## src/rtl/pcs_tx_pkg.sv

```systemverilog
// pcs_tx_pkg: ordered-set codes, extension code and FSM states shared by the PCS transmit stages
package pcs_tx_pkg;

    typedef enum logic [2:0] {
        OS_IDLE  = 3'd0,
        OS_DATA  = 3'd1,
        OS_START = 3'd2,
        OS_END   = 3'd3,
        OS_EXT_R = 3'd4,
        OS_ERR   = 3'd5
    } o_set_t;

    localparam logic [7:0] EXT_CODE_DEFAULT = 8'h0F;

    typedef enum logic [2:0] {
        ST_IDLE,
        ST_START_WAIT,
        ST_PACKET,
        ST_EXTEND,
        ST_EPD2,
        ST_EPD2_ALIGN,
        ST_EPD3
    } state_t;

endpackage

```

## src/rtl/pcs_tx_ordered_set.sv

```systemverilog
// pcs_tx_ordered_set: GMII to ordered-set command stage of the 1000BASE-X PCS transmit path
module pcs_tx_ordered_set
    import pcs_tx_pkg::*;
#(
    parameter bit         CARRIER_EXT_EN = 1'b1,
    parameter logic [7:0] EXT_CODE       = EXT_CODE_DEFAULT
) (
    input  logic       gtx_clk,
    input  logic       reset,
    input  logic [7:0] txd,
    input  logic       tx_en,
    input  logic       tx_er,
    input  logic       receiving,
    output logic [2:0] tx_o_set,
    output logic [7:0] tx_data,
    output logic       tx_even,
    output logic       transmitting,
    output logic       col,
    output logic       crs
);

    state_t state, state_nx;
    o_set_t o_nx;
    logic   even_nx, ext_hit, tx_nx;

    // parity of the slot being produced at the coming edge
    assign even_nx = ~tx_even;
    assign ext_hit = tx_er && txd == EXT_CODE;
    assign tx_nx   = o_nx != OS_IDLE;

    always_comb begin
        state_nx = state;
        o_nx     = OS_IDLE;
        case (state)
            ST_IDLE: if (tx_en) begin
                o_nx     = even_nx ? OS_START : OS_IDLE;
                state_nx = even_nx ? ST_PACKET : ST_START_WAIT;
            end
            ST_START_WAIT: begin
                o_nx     = OS_START;
                state_nx = ST_PACKET;
            end
            ST_PACKET: if (tx_en) begin
                o_nx = tx_er ? OS_ERR : OS_DATA;
            end else begin
                o_nx     = OS_END;
                state_nx = (CARRIER_EXT_EN && ext_hit) ? ST_EXTEND : ST_EPD2;
            end
            ST_EXTEND: begin
                o_nx     = (tx_er && !ext_hit) ? OS_ERR : OS_EXT_R;
                state_nx = tx_er ? ST_EXTEND : ST_EPD2_ALIGN;
            end
            ST_EPD2, ST_EPD2_ALIGN: begin
                o_nx     = OS_EXT_R;
                state_nx = even_nx ? ST_EPD3 : ST_IDLE;
            end
            ST_EPD3: begin
                o_nx     = OS_EXT_R;
                state_nx = ST_IDLE;
            end
            default: state_nx = ST_IDLE;
        endcase
    end

    always_ff @(posedge gtx_clk) begin
        if (reset) begin
            state        <= ST_IDLE;
            tx_o_set     <= OS_IDLE;
            tx_data      <= '0;
            tx_even      <= 1'b1;
            transmitting <= 1'b0;
            col          <= 1'b0;
            crs          <= 1'b0;
        end else begin
            state        <= state_nx;
            tx_o_set     <= o_nx;
            tx_data      <= (o_nx == OS_DATA) ? txd : '0;
            tx_even      <= even_nx;
            transmitting <= tx_nx;
            col          <= tx_nx & receiving;
            crs          <= tx_nx | receiving;
        end
    end

endmodule

```

## config.mk

```make
export PLATFORM = sky130hd
export DESIGN_NAME = pcs_tx_ordered_set
export DESIGN_NICKNAME = d
export VERILOG_FILES = /design/src/rtl/pcs_tx_pkg.sv /design/src/rtl/pcs_tx_ordered_set.sv
export SDC_FILE = /design/constraint.sdc
export NUM_CORES = 1
export LEC_CHECK = 0
export ABC_AREA = 0
export CORE_ASPECT_RATIO = 1.2
export CORE_MARGIN = 2
export CORE_UTILIZATION = 43
export CTS_CLUSTER_SIZE = 14
export DETAILED_ROUTE_END_ITERATION = 8
export GPL_TIMING_DRIVEN = 0
export PLACE_DENSITY_LB_ADDON = 0.08
export SYNTH_ARGS = -nofsm -noshare
export SYNTH_HDL_FRONTEND = slang
export SYNTH_SLANG_ARGS = --single-unit
```

## constraint.sdc

```tcl
create_clock -name gtx_clk -period 2 [get_ports gtx_clk]
set_input_delay 0.3 -clock gtx_clk [delete_from_list [all_inputs] [get_ports gtx_clk]]
set_output_delay 0.3 -clock gtx_clk [all_outputs]
set_load 0.03 [all_outputs]
```

Word-level counts from Yosys, hierarchy flattened
Cells that the tools add are included.

cells by class
  reduce and logical (&&, ||, !) cells = 9
  add/sub/neg operators = 0
  divide/modulo/power cells = 0
  muxes and demuxes = 13
  $lt $le $gt $ge = 0
  bitwise gates (word level) = 4
  equal/unequal tests = 10
  shift operators = 0
  multipliers = 0

operator list
  cell                                                 count
  case mux 3 bit (5 select lines)                      2
  two-way mux 3 bit                                    7
  equality test 3 bit, second input constant           3
  equality test 8 x 4 -> 1 bit, second input constant  1
  equality test 3 x 1 -> 1 bit, second input constant  2
  equality test 3 x 2 -> 1 bit, second input constant  2
  two-way mux 2 bit                                    3
  != test 2 bit, second input constant                 2
  OR reduction 2 bit                                   2
  zero test 3 bit                                      1
  nonzero test 3 bit                                   1
  OR reduction 3 bit                                   1
  logical AND 1 bit                                    2
  NOT 1 bit                                            2
  AND reduction 2 bit                                  1
  bitwise AND 1 bit                                    1
  zero test 1 bit                                      1
  two-way mux 1 bit                                    1
  bitwise OR 1 bit                                     1

storage, ports and cells
  memory bits (read-only) = 0
  bits of input ports = 13
  bits in latches = 0
  output and inout bits = 15
  RAM bits = 0
  bits in registers = 18
  memories kept = 0
  logic and storage cells = 43

Depth between registers and ports, before layout
Gate-level depths: netlist of run 1.

  depth in word-level cells = 9
  mapped depth = 5
  depth with buffers taken out = 4

Worst setup path before layout of run 1
Ideal clock, no wire load.

  path type = in2reg
  start point = input port txd[5]
  end point = register tx_data[0]
  stages on the path = 4
  buffers on the path = 0
  setup slack = 0.584 ns
  required time = 1.885 ns
  arrival time = 1.301 ns
  path through = or4_4 > o21ai_2 > a2111oi_4 > and2_1

on the way
  cells in the longest elaborated chain, start to end = 9

RTL lines
  element                          RTL line                  text
  start: declaration               pcs_tx_ordered_set.sv:10  input logic [7:0] txd,
  equality test 8 x 4 -> 1 bit     pcs_tx_ordered_set.sv:28  assign ext_hit = tx_er && txd == EXT_CODE;
  logical AND 1 bit                pcs_tx_ordered_set.sv:28
  zero test 1 bit                  pcs_tx_ordered_set.sv:50  o_nx = (tx_er && !ext_hit) ? OS_ERR : OS_EXT_R;
  logical AND 1 bit                pcs_tx_ordered_set.sv:50
  two-way mux 1 bit                pcs_tx_ordered_set.sv:50
  case mux 3 bit (5 select lines)  pcs_tx_ordered_set.sv:34  case (state)
  equality test 3 x 1 -> 1 bit     pcs_tx_ordered_set.sv:77  tx_data <= (o_nx == OS_DATA) ? txd : '0;
  NOT 1 bit (no line)              n/a
  OR reduction 2 bit (no line)     n/a
  end signal: assignment           pcs_tx_ordered_set.sv:77
  end: declaration                 pcs_tx_ordered_set.sv:15  output logic [7:0] tx_data,

Every way passes these cells.
A chain may end at the register's enable or synchronous reset.

Final worst setup path of run 1
  start point = input port tx_en
  end point = register tx_data[5]

on the way
  cells in the longest elaborated chain, start to end = 5
  elaborated cells between the ends (all ways) = 6

RTL lines
  element                                                 RTL line                                            text
  start: declaration                                      pcs_tx_ordered_set.sv:11                            input logic tx_en,
  two-way mux 3 bit or two-way mux 2 bit (tied branches)  pcs_tx_ordered_set.sv:43, pcs_tx_ordered_set.sv:35
  case mux 3 bit (5 select lines) (*)                     pcs_tx_ordered_set.sv:34
  equality test 3 x 1 -> 1 bit (*)                        pcs_tx_ordered_set.sv:77
  NOT 1 bit (no line) (*)                                 n/a
  OR reduction 2 bit (no line) (*)                        n/a

Every way passes the cells marked *; elsewhere a longest branch is shown, timed or not.

==> reports/qor.yml, run 1 <==
p_sw_share_pct: 30.62
pwr-share-seq_pct: 48.0
worst_path_max_delay_cell: "clkdlybuf4s50_1"
num_vias: 633
gr-usage-met3_pct: 3.534
drv_slew: 0
grt_setup_unrepaired: "no"
crit_cells: 5
use_met1_pct: 17.74
drive_above_1_share_pct: 19.05
setup_tns_ns: 0
whs_ns: 0.4558
period_minus_slack_ns: 1.731
totalWireLength_um: 1564
r2r-end: "tx_data[5]$_SDFF_PP0_"
io_pins: 28
die_w_um: 43.02
mostFrequentLayoutCells: "clkdlybuf4s50_1 (27), dfxtp_1 (18), and2_1 (8)"
final_antenna_net_count: 0
ys_types: 35
start_util_pct: 46.73
mostFrequentLayoutCell: "clkdlybuf4s50_1"
grt_usage_pct: 16.36
grt_pass1_vias: 610
ir_worst_vdd_uv: 406.3
p_leak_nw: 0.4222
met2_usage_pct: 30.56
crit_family: "compound AO/OA/AOI/OAI gates"
fin_worst_skew_ns: 0.002940
clk_latency_ns: 0.28
pre_cts_ws_ns: -0.01795
worstMarginPinSlew_ns: 0.4718
crit_path_end: "tx_data[5]$_SDFF_PP0_"
viasPerCell: 5.146
cp-end-kind: "flip-flop"
p_clk_share_pct: 20.2
syn_to_final_growth_pct: 40.13
ys_seq_area_share_pct: 45.86
multi_input_area_sq_um: 370.4
grt_antenna_before_repair: 0
p_sw_uw: 257.9
place_inst: 120
power_frac_comb_pct: 31.8
ys_warn_count: 0
critPathLaunchType: "primary input"
wl_per_cell_um: 12.72
cts_tree: "built"
crit_type: "primary input to flip-flop"
r2r_slack_ns: 0.49
cts_buffers: 3
core_sq_um: 1682
rows: 16
grt_max_degree: 11
htreeDepth: 1
syn_nets: 88
final_core_util_pct: 65.48
r2r.worst_path.cells: 4
grt_pass1_wl_um: 2691
dp_hpwl_um: 1215
avgSynthCellArea_sq_um: 10.48
routabilityCongestion: 0.7788
cts.sinks: 18
max_freq_ghz: 0.5779
first_pass_iters: 4
cts_resized: 0
netlist_area_sq_um: 785.8
clk_path_buf_depth: 2
hold_buffers: 0
drcViolationCount: 0
fin_cells: 123
power_uw: 842.2
fillCellCount: 157
clkTransAtPathRegs_ns: 0.09
crit_start: "tx_en"
cts_root_buffer: "clkbuf_4"
p_per_area_nw_per_um2: 764.9
grt.busiest_layer: "met2"
synth_seq_cells: 18
io_buffer_count: 27
place_area_sq_um: 1079
final_nets: 120
rr_startpoint: "state[2]$_SDFFE_PP0P_"
crit_chain: "clkdlybuf4s50_1 -> nor4b_2 -> a21oi_1 -> a2111oi_4 -> and2_1"
critPathMaxStageDelay_ns: 0.60
crit_required_ns: 2.23
timing.final.hold_violations: 0
grt.overflow.total: 0
cp.arrival_ns: 1.96
critPathMaxFanout: 8
die_h_um: 50.83
synthCells: 75
worstHoldPathType: "flip-flop to flip-flop"
seq_area_sq_um: 360.3
fin_crit_sh_pct: 86.53
cts_setup_buffers: 0
internal_power_uw: 584.3
layout_setup_ws_ns: 0.2695
final_cell_area_sq_um: 1101
drt_iter0_drc: 13
crit_buf_inv: 1
cap_violations: 0
status: "finished clean"
slew_headroom_pct: 68.54
setup_viol: 0
num_antenna_cells: 0
die_area_sq_um: 2186
power by group through the flow:
stage	Clock, mW	Combinational, mW	Sequential, mW
floorplan	0	0.123	0.460
global route	0.203	0.290	0.408
finish	0.170	0.268	0.404
detailed placement	0	0.268	0.413
global placement	0	0.263	0.412
CTS	0.178	0.269	0.404
flip-flops by register name (all words and copies together) (netlist names):
name / cells
tx_data: 8
state: 3
tx_o_set: 3
col: 1
crs: 1
transmitting: 1
tx_even: 1
cell type report:
| class | instances | area share, % |
|---|---|---|
| multi-input cells | 49 | 33.64 |
| flip-flops and latches | 18 | 32.73 |
| repair buffers | 27 | 24.55 |
| plain buffers | 3 | 3.295 |
| clock buffers | 3 | 2.045 |
| well taps | 18 | 2.045 |
| inverters | 5 | 1.705 |
kinds of logic (layout without fill, tap and decap cells):
logic type | count (synthesis) | in the layout | synth area share (%)
simple gates | 35 | 35 | 30.89
flops | 18 | 18 | 45.86
buf+inv | 8 | 38 | 7.006
compound gates | 14 | 14 | 16.24
synth_stat cells:
cell type	number	area share, %
dfxtp_1	18	46
and2_1	8	6.4
inv_1	5	2.4
nor2_1	4	1.9
a21oi_1	3	1.9
a211oi_1	2	1.9
buf_6	2	2.9
nand2b_1	2	1.6
nand3_1	2	1.3
nor3_1	2	1.3
nor3_2	2	2.5
or2_2	2	1.6
a2111oi_4	1	3.5
a211o_2	1	1.3
a211oi_2	1	1.6
a21boi_1	1	0.96
a21o_1	1	0.96
a22oi_1	1	0.96
a311o_2	1	1.4
and3_1	1	0.80
clkbuf_8	1	1.8
nand2_1	1	0.48
nand4_1	1	0.80
nor3b_1	1	0.96
nor3b_2	1	1.6
nor4_1	1	0.80
nor4_2	1	1.6
nor4b_2	1	1.9
o21ai_1	1	0.64
o21ai_2	1	1.1
or2_1	1	0.80
or2b_1	1	0.96
or3_1	1	0.80
or3b_4	1	1.4
or4_4	1	1.4
how the worst min path moves through the flow:
stage                             end               start  cells past startpoint
5_1_grt            tx_even$_SDFF_PP1_  tx_even$_SDFF_PP1_                      1
3_5_place_dp       tx_even$_SDFF_PP1_  tx_even$_SDFF_PP1_                      1
3_3_place_gp       tx_even$_SDFF_PP1_  tx_even$_SDFF_PP1_                      1
4_1_cts            tx_even$_SDFF_PP1_  tx_even$_SDFF_PP1_                      1
6_report           tx_even$_SDFF_PP1_  tx_even$_SDFF_PP1_                      1
2_1_floorplan  tx_o_set[2]$_SDFF_PP0_               reset                      1
per-layer routing:
| layer | wire length, um | vias up | part of all wire, % |
|---|---|---|---|
| met3 | 91 | 2 | 5.8 |
| met1 | 620 | 285 | 40 |
| met2 | 836 | 21 | 53 |
| met5 | 0 | - | 0 |
| li1 | - | 325 | - |
| met4 | 14 | 0 | 0.90 |
Power figures use the tool's default switching activity.
==> run 2: changes to the inputs <==
Settings changed: CELL_PAD_IN_SITES_DETAIL_PLACEMENT set to 1, CELL_PAD_IN_SITES_GLOBAL_PLACEMENT set to 1, CORE_UTILIZATION 43 to 32, PLACE_DENSITY_LB_ADDON 0.08 to 0.1.
==> run 2 against run 1 <==
  * Final cell count is 11% higher
  * Global-route usage is 0.49 points lower
  * Utilization is 16 points lower
  * Largest cell class unchanged
  * Total power is 8.4% higher
  * Sequential share of layout area is 0.87 points lower
  * Highest routed layer unchanged
  * Via count is 8.2% higher
  * Worst hold slack better by 0.019 ns
  * Fmax is 0.13% lower
==> reports/qor.yml, run 2 (synthesis gave the netlist of run 1 again) <==
crit_cells: 1
cp.arrival_ns: 1.43
crit_buf_inv: 1
rows: 19
max_freq_ghz: 0.5771
r2r.worst_path.cells: 5
cts_root_buffer: "clkbuf_4"
ir_worst_vdd_uv: 460.1
cap_violations: 0
drv_slew: 0
first_pass_iters: 4
mostFrequentLayoutCell: "clkdlybuf4s50_1"
p_per_area_nw_per_um2: 807.1
die_w_um: 49.24
grt_usage_pct: 15.87
critPathMaxFanout: 5
drt_iter0_drc: 3
htreeDepth: 1
num_antenna_cells: 0
die_h_um: 58.28
largest_reg_flops: 8
final_antenna_net_count: 0
p_leak_nw: 0.4294
crit_chain: "clkdlybuf4s50_1"
io_pins: 28
num_vias: 685
critPathLaunchType: "flip-flop"
crit_type: "flip-flop to output port"
cts_resized: 0
holdPathStages: 1
viasPerCell: 5.000
grt_pass1_vias: 711
die_area_sq_um: 2869
setup_viol: 0
core_sq_um: 2306
hold_buffers: 0
power_uw: 912.9
reg_top3: "tx_data (8), state (3), tx_o_set (3)"
cts.sinks: 18
status: "finished clean"
worst_path_max_delay_cell: "clkdlybuf4s50_1"
cp-end-kind: "output port"
drive_above_1_share_pct: 19.81
dp_hpwl_um: 1440
grt_pass1_wl_um: 3298
start_util_pct: 34.07
grt_max_degree: 11
grt.overflow.total: 0
mostFrequentLayoutCells: "clkdlybuf4s50_1 (27), dfxtp_1 (18), and2_1 (8)"
cts_setup_buffers: 0
clk_path_buf_depth: 2
period_minus_slack_ns: 1.733
routabilityCongestion: 0.7451
setup_tns_ns: 0
crit_family: "buffers and inverters"
fin_crit_sh_pct: 86.64
drcViolationCount: 0
cts_buffers: 3
worstHoldPathType: "flip-flop to flip-flop"
final_nets: 120
totalWireLength_um: 1904
clkTransAtPathRegs_ns: 0.10
clk_latency_ns: 0.31
grt_setup_unrepaired: "no"
syn_to_final_growth_pct: 43.95
critPathMaxStageDelay_ns: 0.70
crit_required_ns: 1.70
slew_headroom_pct: 70.55
io_buffer_count: 27
timing.final.hold_violations: 0
regMostFlops: "tx_data"
wl_per_cell_um: 13.90
grt_antenna_before_repair: 0
cts_tree: "built"
worstMarginPinSlew_ns: 0.4418
fin_worst_skew_ns: 0.003249
==> run 2: through the flow <==
step                      area (sq um)  setup slack [ns]  std cells  util, %  hold WS, ns
final                             1131            0.2673        137    49.05       0.4749
after global routing              1131            0.1976        137    49.05       0.5043
after CTS                         1131            0.2418        137    49.05       0.4864
after detailed placement          1095          0.005720        133    47.48       0.4555
after global placement            1095           0.02411        133    47.48       0.4377
after floorplan                  785.8            0.5841         75        -       0.3780
==> run 2: layer usage <==
| metal | share of wire (%) | global-route usage (%) |
|---|---|---|
| met1 | 41 | 16.56 |
| met3 | 5.9 | 3.608 |
| met5 | 0 | 0 |
| met4 | 4.0 | 14.69 |
| met2 | 49 | 26.45 |
==> run 2: path summary, 6_finish.rpt <==
kind                         startpoint                     to  slack [ns]
hold reg to reg      tx_even$_SDFF_PP1_     tx_even$_SDFF_PP1_        0.47
hold / removal       tx_even$_SDFF_PP1_     tx_even$_SDFF_PP1_        0.47
setup reg to reg  state[0]$_SDFFE_PP0P_  state[1]$_SDFFE_PP0P_        0.51
setup / recovery     tx_even$_SDFF_PP1_                tx_even        0.27
==> run 2: power by group <==
part	internal [mW]	total, mW	switching [mW]
combinational	0.124	0.271	0.147
clock	0.111	0.237	0.125
sequential	0.391	0.405	0.0145
==> run 2: area by class of cell <==
class | instances | area, sq um
flip-flops and latches | 18 | 360.3
plain buffers | 3 | 36.28
inverters | 5 | 18.77
clock buffers | 4 | 36.28
multi-input cells | 49 | 370.4
fillers | 271 | 1175
well taps | 31 | 38.79
repair buffers | 27 | 270.3
